### config.mk
export PLATFORM = sky130hd
export DESIGN_NAME = inst_loader
export DESIGN_NICKNAME = d
export VERILOG_FILES = /design/src/rtl/inst_loader.sv
export SDC_FILE = /design/constraint.sdc
export NUM_CORES = 1
export LEC_CHECK = 0
export CORE_UTILIZATION = 61
export CTS_CLUSTER_DIAMETER = 80
export DETAILED_ROUTE_END_ITERATION = 10
export GPL_ROUTABILITY_DRIVEN = 0
export PLACE_DENSITY = 0.85
export SYNTH_ARGS = -nofsm -noshare
export SYNTH_HDL_FRONTEND = slang
export SYNTH_SLANG_ARGS = --single-unit
### constraint.sdc
create_clock -name clk -period 8.4 [get_ports clk]
set_input_delay 2.1 -clock clk [delete_from_list [all_inputs] [get_ports clk]]
set_output_delay 2.1 -clock clk [all_outputs]
set_load 0.05 [all_outputs]
### src/rtl/inst_loader.sv
// Boot-time instruction loader.
// Takes a little-endian byte stream (valid/ready): a 32-bit word-count header
// followed by that many 32-bit instruction words. Each assembled word is
// written to the instruction RAM with a one-cycle is_write strobe. The core
// is held in reset (core_rst_n low) until the load completes successfully.
// Optional feature: define INST_LOADER_CHECKSUM_EN to require a trailing
// XOR-of-data-bytes checksum byte before the load is declared done.
module inst_loader #(
   parameter int             w         = 32,
   parameter int             DEPTH     = 2048,
   parameter logic [w-1:0]   BASE_ADDR = '0
) (
   input  logic         clk,
   input  logic         rst_n,
   input  logic         start,
   input  logic [7:0]   rx_data,
   input  logic         rx_valid,
   output logic         rx_ready,
   output logic         is_write,
   output logic [w-1:0] im_addr,
   output logic [w-1:0] im_inst,
   output logic         busy,
   output logic         done,
   output logic         error,
   output logic         core_rst_n
);

   typedef enum logic [2:0] {
      ST_IDLE,
      ST_LEN,
      ST_DATA,
      ST_WR,
      ST_CHK,
      ST_DONE,
      ST_ERR
   } state_t;

   // State entered once the last word is written (or after an empty header).
`ifdef INST_LOADER_CHECKSUM_EN
   localparam state_t ST_LAST = ST_CHK;
`else
   localparam state_t ST_LAST = ST_DONE;
`endif

   state_t        state, state_nxt;
   logic [1:0]    byte_cnt;
   logic [31:0]   word;
   logic [31:0]   count;
   logic [31:0]   k;
   logic [31:0]   assembled;
   logic [w-1:0]  addr_nxt;
   logic          xfer;
   logic          last_byte;
   logic          start_ok;
`ifdef INST_LOADER_CHECKSUM_EN
   logic [7:0]    csum;
`endif

   // New bytes enter at the top so the first byte of a group ends up in [7:0].
   assign assembled = {rx_data, word[31:8]};
   assign xfer      = rx_valid && rx_ready;
   assign last_byte = (byte_cnt == 2'd3);
   assign start_ok  = start && (state == ST_IDLE || state == ST_DONE || state == ST_ERR);
   assign addr_nxt  = BASE_ADDR + w'({k[29:0], 2'b00});

   // State register.
   always_ff @(posedge clk or negedge rst_n) begin
      // NOTE: sequential state uses non-blocking assignments so every register
      // samples the pre-edge values, independent of statement order.
      if (!rst_n) state <= ST_IDLE;
      else        state <= state_nxt;
   end

   // Next-state decode.
   always_comb begin
      // NOTE: default first, so no path through the case leaves state_nxt
      // unassigned and infers a latch.
      state_nxt = state;
      case (state)
         ST_IDLE, ST_DONE, ST_ERR:
            if (start) state_nxt = ST_LEN;
         ST_LEN:
            if (xfer && last_byte) begin
               if (assembled == 32'd0)               state_nxt = ST_LAST;
               else if (assembled > 32'(DEPTH))      state_nxt = ST_ERR;
               else                                  state_nxt = ST_DATA;
            end
         ST_DATA:
            if (xfer && last_byte) state_nxt = ST_WR;
         ST_WR:
            state_nxt = (k + 32'd1 == count) ? ST_LAST : ST_DATA;
`ifdef INST_LOADER_CHECKSUM_EN
         ST_CHK:
            if (xfer) state_nxt = (rx_data == csum) ? ST_DONE : ST_ERR;
`endif
         default:
            state_nxt = ST_IDLE;
      endcase
   end

   // Moore outputs decoded from the current state.
   always_comb begin
      rx_ready   = 1'b0;
      is_write   = 1'b0;
      busy       = 1'b0;
      done       = 1'b0;
      error      = 1'b0;
      core_rst_n = 1'b0;
      case (state)
         ST_LEN, ST_DATA, ST_CHK: begin
            rx_ready = 1'b1;
            busy     = 1'b1;
         end
         ST_WR: begin
            is_write = 1'b1;
            busy     = 1'b1;
         end
         ST_DONE: begin
            done       = 1'b1;
            core_rst_n = 1'b1;
         end
         ST_ERR:  error = 1'b1;
         default: ;
      endcase
   end

   // Byte assembly, header capture, word index and write-port registers.
   always_ff @(posedge clk or negedge rst_n) begin
      if (!rst_n) begin
         byte_cnt <= 2'd0;
         word     <= 32'd0;
         count    <= 32'd0;
         k        <= 32'd0;
         im_addr  <= '0;
         im_inst  <= '0;
`ifdef INST_LOADER_CHECKSUM_EN
         csum     <= 8'd0;
`endif
      end else if (start_ok) begin
         byte_cnt <= 2'd0;
         word     <= 32'd0;
         count    <= 32'd0;
         k        <= 32'd0;
`ifdef INST_LOADER_CHECKSUM_EN
         csum     <= 8'd0;
`endif
      end else begin
         if (xfer) begin
            word     <= assembled;
            byte_cnt <= byte_cnt + 2'd1;
            if (state == ST_LEN && last_byte) count <= assembled;
            if (state == ST_DATA) begin
`ifdef INST_LOADER_CHECKSUM_EN
               csum <= csum ^ rx_data;
`endif
               if (last_byte) begin
                  im_inst <= w'(assembled);
                  im_addr <= addr_nxt;
               end
            end
         end
         if (state == ST_WR) k <= k + 32'd1;
      end
   end

endmodule

==> results of run 1 <==
[per-layer routing]
metal | routed length (microns) | part of all wire [%] | GRT usage [%]
met1 | 7642 | 42 | 40.85
met2 | 8413 | 47 | 45.33
met3 | 1452 | 8.1 | 6.589
met4 | 484 | 2.7 | 12.81
met5 | 0 | 0 | 0
[critical path, delay by kind of cell, from the launching register on]
family | cells | cell delay (ns)
buf+inv | 4 | 1.70
flops | 1 | 0.54
simple gates | 2 | 0.52
[cell usage after synthesis, drive strengths merged, types with 16 or more instances]
library cell	n
dfrtp	155
nand2	141
a21oi	66
mux2	62
nor2	45
clkbuf	36
o21ai	36
xnor2	36
buf	22
nand3	20
nor3	20
nor4	16
[per-stage QoR]
stage                     cells  power [mW]  setup slack [ns]  hold WS [ns]
after CTS                  1007       3.381             3.145        0.5056
after global placement      975       2.548             3.755        0.4880
after detailed placement    975       2.610             3.568        0.4955
final                      1007       3.384             3.069        0.5034
after global routing       1007       3.545             2.938        0.5193
after floorplan             781       2.171             4.239        0.4655
[worst paths after layout]
check	slack, ns	start	cells after the start	to
min in group asynchronous	1.64	rst_n	1	k[20]$_DFFE_PN0P_
max reg2reg	4.82	k[0]$_DFFE_PN0P_	9	state[0]$_DFFE_PN0P_
min reg2reg	0.50	im_addr[22]$_DFFE_PN0P_	1	im_addr[22]$_DFFE_PN0P_
max in group asynchronous	5.22	rst_n	2	count[1]$_DFFE_PN0P_
min	0.50	im_addr[22]$_DFFE_PN0P_	1	im_addr[22]$_DFFE_PN0P_
max	3.07	state[2]$_DFFE_PN0P_	6	busy
[flip-flops by register name (all words and copies together), names as in the netlist]
name and flops:
state 3, byte_cnt 2, count 32, im_addr 30
k 32, im_inst 32, word 24
[layout make-up]
| cell class | instances | area (sq um) |
|---|---|---|
| Clock buffer | 19 | 442.9 |
| Clock inverter | 13 | 140.1 |
| Fill cell | 851 | 3065 |
| Inverter | 7 | 26.28 |
| Multi-Input combinational cell | 561 | 3518 |
| Sequential cell | 155 | 3879 |
| Tap cell | 168 | 210.2 |
| Timing Repair Buffer | 84 | 829.5 |
[report_power, final]
group | total [mW] | internal (mW) | leakage, nW | switching (mW)
registers | 1.19 | 0.961 | 2.06 | 0.230
clock network | 0.759 | 0.446 | 0.288 | 0.313
logic | 1.43 | 0.527 | 1.47 | 0.907
[logic make-up after synthesis]
family                     count (synthesis)  share of synthesized area [%]
xor gates and xnor gates                  50                          5.726
DFF                                      155                          50.71
and+or+nand+nor                          300                          19.24
adders and majority gates                  2                         0.3271
muxes                                     63                          9.259
AOI/OAI and AO/OA                        144                          11.09
other                                      1                        0.04903
buffers and inverters                     65                          3.599
==> flow_summary.yaml, run 1 <==
floorplanning:
  num_rows: 40
  core_sq_um: 12110
  die_height_microns: 114.0
  die_area_sq_um: 12990
  fp.dieW_microns: 114.0
  ios: 82
  initial_utilization_pct: 63.15
placed_design:
  port_buffers: 79
  dp_hpwl_microns: 12100
  place_area_sq_um: 8463
critical_path:
  worst_path_max_delay_cell: "clkdlybuf4s50_1"
  critPathRequiredTime_ns: 6.30
  crit_path_frequent_cell: "inv_1"
  critical_path_class: "reg2out"
  crit_path_end_kind: "output pin"
  cp_slowest_stage_delay_ns: 0.70
  cp_cell_sequence: "inv_1 -> nand3_1 -> buf_4 -> inv_1 -> or2_2 -> clkdlybuf4s50_1"
  crit_fanout: 45
  startpoint_type: "flip-flop"
  critPathArrivalTime_ns: 3.23
clock_tree:
  postCtsHoldBufs: 0
  clk_path_buf_depth: 2
  cts_resized: 0
  post_cts_buffers: 0
  clock-sinks: 155
  cts_root_buffer: "clkbuf_16"
  clock_latency_ns: 0.44
  cts_tree: "yes"
  path_clk_slew_ns: 0.06
  cts_made_buffers: 17
  cts_max_level: 4
synth:
  synth_edf_count: 0
  synth_area_sq_um: 7649
  synth_seq_area_share_pct: 50.71
  synth_top_area_share_pct: 50.71
  ys_top_cells_by_area: "dfrtp_1 (51%), mux2_2 (9.1%), nand2_1 (6.9%)"
  async_reset_ff_share_pct: 100.0
  synth-main-ff-cell: "dfrtp_1"
  synth_seq_cells: 155
  synthDistinctLibCells: 56
  avgSynthCellArea_sq_um: 9.806
  yosys_warnings: 0
  postSynthCellCount: 780
  yosysTopAreaCell: "dfrtp_1"
drt:
  initialDrtViolationCount: 508
  drcViolationCount: 0
  viasPerCell: 6.216
  wl_microns: 17990
  dr.pass1.iters: 5
  drt-wirelength-per-cell_microns: 17.87
  num_vias: 6260
  drtAntennaViolNets: 0
timing:
  finalHoldViolations: 0
  rsz0062_at_grt: "no"
  final_max_slew_viol_count: 0
  post-route-period-util_pct: 63.47
  worstMarginPinSlew_ns: 1.323
  finalSetupViolations: 0
  period_minus_slack_ns: 5.331
  fmax_ghz: 0.1876
  slew_headroom_pct: 11.48
  setup_tns_ns: 0
  finClkSkew_ns: 0.008404
power:
  pwr_density_cell_nw_per_um2: 374.1
  leakage_nw: 3.825
  ir_worst_vdd_uv: 347.8
layout:
  fin_util_pct: 74.69
  antenna_cells: 0
  drive_above_1_share_pct: 13.71
  final_common_cell: "dfrtp_1"
  final_area_sq_um: 9046
  fin_nets: 840
  mostFrequentLayoutCells: "dfrtp_1 (155), nand2_1 (141), clkdlybuf4s50_1 (78)"
  area.growth.synth_to_final_pct: 18.27
grt:
  antenna_found_initial: 0
  grt_usage_pct: 29.61
  grt_first_pass_wirelength_microns: 29700
  overflow: 0
  grt_max_degree: 94
  grt_pass1_vias: 5789
min_path:
  min_path_type: "reg2reg"
outcome:
  status: "finished clean"
flow_run:
  maxCapViolCount: 0
No activity file was read; power rests on OpenSTA's default activity.
==> inputs of run 2 (changes only) <==
--- a/config.mk
+++ b/config.mk
@@ -5,11 +5,11 @@
 export SDC_FILE = /design/constraint.sdc
 export NUM_CORES = 1
 export LEC_CHECK = 0
-export CORE_UTILIZATION = 61
+export CORE_UTILIZATION = 57
 export CTS_CLUSTER_DIAMETER = 80
 export DETAILED_ROUTE_END_ITERATION = 10
 export GPL_ROUTABILITY_DRIVEN = 0
-export PLACE_DENSITY = 0.85
+export PLACE_DENSITY = 0.8
 export SYNTH_ARGS = -nofsm -noshare
 export SYNTH_HDL_FRONTEND = slang
 export SYNTH_SLANG_ARGS = --single-unit
==> constraint.sdc (replaced) <==
create_clock -name clk -period 5.3 [get_ports clk]
set_input_delay 1.325 -clock clk [delete_from_list [all_inputs] [get_ports clk]]
set_output_delay 1.325 -clock clk [all_outputs]
set_load 0.05 [all_outputs]
==> run 2 against run 1 <==
  * Setup slack lost 1.9 ns
  * Flip-flop and latch count is the same
  * Core utilization shrank 4.1 points
  * Combinational power grew 60%
  * Sequential share of layout area shrank 0.19 points
  * Clock skew is essentially flat
  * Cell count grew 0.70%
  * Global-route usage shrank 2.3 points
  * Critical path type unchanged
  * Largest cell class unchanged
  * Largest power group unchanged
==> flow_summary.yaml, run 2 (synthesis results as in run 1) <==
outcome:
  status: "finished clean"
timing:
  setup_tns_ns: 0
  post-route-period-util_pct: 77.53
  final_max_slew_viol_count: 0
  finClkSkew_ns: 0.008217
  finalWorstSetupSlack_ns: 1.191
  rsz0062_at_grt: "no"
  fmax_ghz: 0.2434
  period_minus_slack_ns: 4.109
  finalHoldViolations: 0
  worstMarginPinSlew_ns: 1.050
  finalSetupViolations: 0
  slew_headroom_pct: 29.98
clock_tree:
  clk_path_buf_depth: 2
  path_clk_slew_ns: 0.06
  clock-sinks: 155
  postCtsHoldBufs: 0
  post_cts_buffers: 0
  cts_made_buffers: 17
  cts_tree: "yes"
  cts_root_buffer: "clkbuf_16"
  clock_latency_ns: 0.43
  cts_resized: 0
  cts_max_level: 4
drt:
  drtAntennaViolNets: 0
  initialDrtViolationCount: 542
  drt-wirelength-per-cell_microns: 17.87
  drcViolationCount: 0
  viasPerCell: 6.121
  num_vias: 6207
  wl_microns: 18120
  dr.pass1.iters: 6
critical_path:
  reg2reg_setup_slack_ns: 1.81
  crit_fanout: 45
  reg2reg_from: "k[0]$_DFFE_PN0P_"
  startpoint_type: "flip-flop"
  critPathArrivalTime_ns: 2.78
  critPathRequiredTime_ns: 3.97
  rr_endpoint: "state[2]$_DFFE_PN0P_"
  crit_path_end_kind: "output pin"
  critical_path_class: "reg2out"
  rr_worst_depth: 8
floorplanning:
  initial_utilization_pct: 59.40
  ios: 82
  die_height_microns: 117.8
  die_area_sq_um: 13890
  num_rows: 41
  fp.dieW_microns: 117.8
  core_sq_um: 12880
layout:
  top_regs: "count: 32 flops, im_inst: 32 flops, k: 32 flops"
  stdcell_count: 1014
  final_common_cell: "dfrtp_1"
  multiInputGateArea_sq_um: 3518
  mostFrequentLayoutCells: "dfrtp_1 (155), nand2_1 (141), clkdlybuf4s50_1 (78)"
  fill_cells: 930
  area.growth.synth_to_final_pct: 18.80
  fin_nets: 844
  drive_above_1_share_pct: 13.78
  fin_util_pct: 70.57
  seq_area_sq_um: 3879
  antenna_cells: 0
power:
  switchingPower_mw: 2.278
  ir_worst_vdd_uv: 470.7
  comb_power_share_pct: 42.5
  pwr_density_cell_nw_per_um2: 592.7
  leakage_nw: 3.838
  clkPwrFrac_pct: 22.5
  netSwitchingFraction_pct: 42.29
  internal_power_mw: 3.108
  seq_power_share_pct: 35.0
min_path:
  hold_depth: 1
  min_path_type: "reg2reg"
  hold_start: "im_addr[5]$_DFFE_PN0P_"
  hold_end: "im_addr[5]$_DFFE_PN0P_"
placed_design:
  post-place-ws_ns: 1.285
  dp.cells: 983
  port_buffers: 79
  dp_hpwl_microns: 12210
flow_run:
  maxCapViolCount: 0
grt:
  grt_max_degree: 56
  overflow: 0
  grt_first_pass_wirelength_microns: 30120
  grt_pass1_vias: 5883
  antenna_found_initial: 0
  grt_usage_pct: 27.27
## run 2: changes by cell type in the layout (fill, tap and decap cells not counted)
cell and delta:
buf_4 +4, clkinv_2 -4, clkbuf_1 +2, clkbuf_8 +2
clkinv_4 -1, clkinvlp_4 +1, inv_6 -1
## run 2: per-layer routing
layer	up-vias	share of wire (%)	track usage (%)
li1	2833	-	-
met1	3015	43	37.69
met2	301	47	41.47
met3	58	7.3	5.184
met4	0	3.5	13.14
met5	-	0	0
## run 2: layout make-up
| cell class | instances | area share (%) |
|---|---|---|
| clock inverters | 8 | 1.212 |
| multi-input cells | 561 | 38.72 |
| flip-flops and latches | 155 | 42.69 |
| repair buffers | 88 | 9.460 |
| clock buffers | 23 | 5.260 |
| inverters | 7 | 0.2892 |
| well taps | 172 | 2.368 |
## run 2: how the worst max path moves through the flow
stage	startpoint	endpoint
floorplan	state[2]$_DFFE_PN0P_	busy
global placement	start	state[0]$_DFFE_PN0P_
detailed placement	start	state[0]$_DFFE_PN0P_
CTS	state[2]$_DFFE_PN0P_	busy
global route	state[2]$_DFFE_PN0P_	busy
finish	state[2]$_DFFE_PN0P_	busy
## run 2: worst max-delay path, cell delays in order, from the launching register on
cell and delay (ns):
dfrtp_1 0.53, inv_1 0.17, nand3_1 0.11, buf_4 0.41, inv_1 0.10, or2_2 0.32
clkdlybuf4s50_1 0.70
## run 2: per-stage QoR
step | power, mW | instance area [sq um] | hold WS, ns
2_1_floorplan | 3.441 | 7652 | 0.4655
3_3_place_gp | 4.072 | 8498 | 0.4818
3_5_place_dp | 4.150 | 8498 | 0.4946
4_1_cts | 5.384 | 9086 | 0.5080
5_1_grt | 5.658 | 9086 | 0.5245
6_report | 5.385 | 9086 | 0.5037
## run 2: power groups by stage
stage | clock network, mW | registers [mW] | logic (mW)
3_5_place_dp | 0 | 1.89 | 2.26
5_1_grt | 1.27 | 1.93 | 2.45
3_3_place_gp | 0 | 1.87 | 2.20
4_1_cts | 1.22 | 1.88 | 2.28
6_report | 1.21 | 1.89 | 2.29
2_1_floorplan | 0 | 2.24 | 1.20
==> inputs of run 3 (changes only) <==
--- a/config.mk
+++ b/config.mk
@@ -5,11 +5,11 @@
 export SDC_FILE = /design/constraint.sdc
 export NUM_CORES = 1
 export LEC_CHECK = 0
-export CORE_UTILIZATION = 57
+export CORE_UTILIZATION = 51
 export CTS_CLUSTER_DIAMETER = 80
 export DETAILED_ROUTE_END_ITERATION = 10
 export GPL_ROUTABILITY_DRIVEN = 0
-export PLACE_DENSITY = 0.8
+export PLACE_DENSITY = 0.76
 export SYNTH_ARGS = -nofsm -noshare
 export SYNTH_HDL_FRONTEND = slang
 export SYNTH_SLANG_ARGS = --single-unit
==> constraint.sdc (replaced) <==
create_clock -name clk -period 3.4 [get_ports clk]
set_input_delay 0.85 -clock clk [delete_from_list [all_inputs] [get_ports clk]]
set_output_delay 0.85 -clock clk [all_outputs]
set_load 0.05 [all_outputs]
==> run 3 against run 2 <==
  * Via count fell by 1.5%
  * Highest routed layer unchanged
  * Critical path depth fell by 2
  * Critical endpoint is now rx_ready
  * Clock power rose by 67%
  * Hold slack got worse by 0.052 ns
  * Flip-flop and latch count did not move
==> flow_summary.yaml, run 3 (synthesis results as in run 1) <==
outcome:
  status: "finished clean"
grt:
  globalRoute.busiestLayer: "met2"
  grtUsageMet2_pct: 39.10
  antenna_found_initial: 0
  grt_max_degree: 84
  grt_first_pass_wirelength_microns: 30790
  met3_usage_pct: 4.940
  grt_pass1_vias: 6067
  gr-usage-met1_pct: 33.24
  grt_usage_pct: 24.89
  overflow: 0
timing:
  fmax_ghz: 0.3048
  period_minus_slack_ns: 3.281
  slew_headroom_pct: 40.04
  post-route-period-util_pct: 96.49
  rsz0062_at_grt: "no"
  holdWs_ns: 0.4520
  setup_tns_ns: 0
  finalSetupViolations: 0
  finClkSkew_ns: 0.009105
  finalHoldViolations: 0
  final_max_slew_viol_count: 0
  worstMarginPinSlew_ns: 0.8878
clock_tree:
  postCtsHoldBufs: 0
  path_clk_slew_ns: 0.06
  cts_made_buffers: 17
  clk_path_buf_depth: 2
  cts_root_buffer: "clkbuf_16"
  clock-sinks: 155
  cts_max_level: 4
  cts_tree: "yes"
  clock_latency_ns: 0.43
  cts_resized: 0
  post_cts_buffers: 0
placed_design:
  place_area_sq_um: 8636
  port_buffers: 79
  dp.cells: 1007
  dp_hpwl_microns: 12810
critical_path:
  rr_worst_depth: 8
  startpoint_type: "flip-flop"
  cp_cell_sequence: "nand2b_1 -> nand2_1 -> o21a_1 -> clkdlybuf4s50_1"
  cp_slowest_stage_delay_ns: 0.85
  critical_path_class: "reg2out"
  reg2reg_from: "k[1]$_DFFE_PN0P_"
  critPathArrivalTime_ns: 2.43
  reg2reg_setup_slack_ns: 0.16
  crit_fanout: 9
  worst_path_max_delay_cell: "clkdlybuf4s50_1"
  rr_endpoint: "state[2]$_DFFE_PN0P_"
  critPathRequiredTime_ns: 2.55
  crit_path_end_kind: "output pin"
layout:
  drive_above_1_share_pct: 15.79
  fin_nets: 856
  fill_cells: 1153
  fin_util_pct: 63.58
  final_common_cell: "dfrtp_1"
  final_area_sq_um: 9276
  antenna_cells: 0
  stdcell_count: 1039
  area.growth.synth_to_final_pct: 21.28
  top_regs: "count: 32 flops, im_inst: 32 flops, k: 32 flops"
  mostFrequentLayoutCells: "dfrtp_1 (154), nand2_1 (141), clkdlybuf4s50_1 (76)"
floorplanning:
  fp.dieW_microns: 124.5
  initial_utilization_pct: 52.43
  num_rows: 44
  core_sq_um: 14590
  die_height_microns: 124.5
  die_area_sq_um: 15490
  ios: 82
flow_run:
  maxCapViolCount: 0
power:
  pwr_density_cell_nw_per_um2: 925.9
  internal_power_mw: 5.016
  seq_power_share_pct: 34.2
  ir_worst_vdd_uv: 683.7
  clkPwrFrac_pct: 23.5
  netSwitchingFraction_pct: 41.60
  leakage_nw: 3.932
  switchingPower_mw: 3.573
  comb_power_share_pct: 42.3
drt:
  drtAntennaViolNets: 0
  viasPerCell: 5.883
  initialDrtViolationCount: 500
  dr.pass1.iters: 6
  drt-wirelength-per-cell_microns: 17.61
  wl_microns: 18300
  num_vias: 6112
  drcViolationCount: 0
min_path:
  min_path_type: "in2async"
## run 3: changes by cell type in the layout (fill, tap and decap cells not counted), sizes merged
cell and delta:
clkinvlp +1, clkdlybuf4s50 -2, clkbuf -4, bufinv +2, buf +14, clkinv +2
## run 3: worst max path at each step
stage	startpoint	end	slack (ns)	cells after the start
floorplan	k[1]$_DFFE_PN0P_	state[2]$_DFFE_PN0P_	0.46	9
global placement	k[0]$_DFFE_PN0P_	state[2]$_DFFE_PN0P_	0.30	8
detailed placement	k[2]$_DFFE_PN0P_	state[2]$_DFFE_PN0P_	0.18	8
CTS	state[1]$_DFFE_PN0P_	rx_ready	0.14	4
global route	k[1]$_DFFE_PN0P_	state[2]$_DFFE_PN0P_	0.04	10
finish	state[1]$_DFFE_PN0P_	rx_ready	0.12	4
## run 3: power groups by stage
stage / sequential, mW / clock [mW] / combinational, mW
2_1_floorplan: 3.49 / 0 / 1.88
3_3_place_gp: 2.92 / 0 / 3.52
3_5_place_dp: 2.96 / 0 / 3.60
4_1_cts: 2.93 / 2.05 / 3.64
5_1_grt: 3.01 / 2.13 / 3.89
6_report: 2.94 / 2.02 / 3.64
## run 3: layer usage
metal	routed length, microns	part of all wire, %
met1	8052	44
met2	8547	47
met3	1191	6.5
met4	505	2.8
met5	0	0
## run 3: final cells by class
type                            count  area [sq um]  area share, %
Inverter                            7         26.28         0.2832
Sequential cell                   155          3880          41.83
Clock buffer                       19         442.9          4.775
Multi-Input combinational cell    561          3523          37.98
Timing Repair Buffer              100         982.2          10.59
Clock inverter                     13         191.4          2.064
Tap cell                          184         230.2          2.482
## run 3: metrics by stage
step,total power [mW],worst slack [ns]
after floorplan,5.363,0.4614
after global placement,6.446,0.3036
after detailed placement,6.558,0.1828
after CTS,8.612,0.1381
after global routing,9.030,0.04056
final,8.589,0.1194
## run 3: critical path: cells and delay by family (launching register included)
family	cells	cell delay, ns
flip-flops	1	0.47
buffers and inverters	1	0.85
AND/OR/NAND/NOR	2	0.44
AO/OA/AOI/OAI	1	0.23
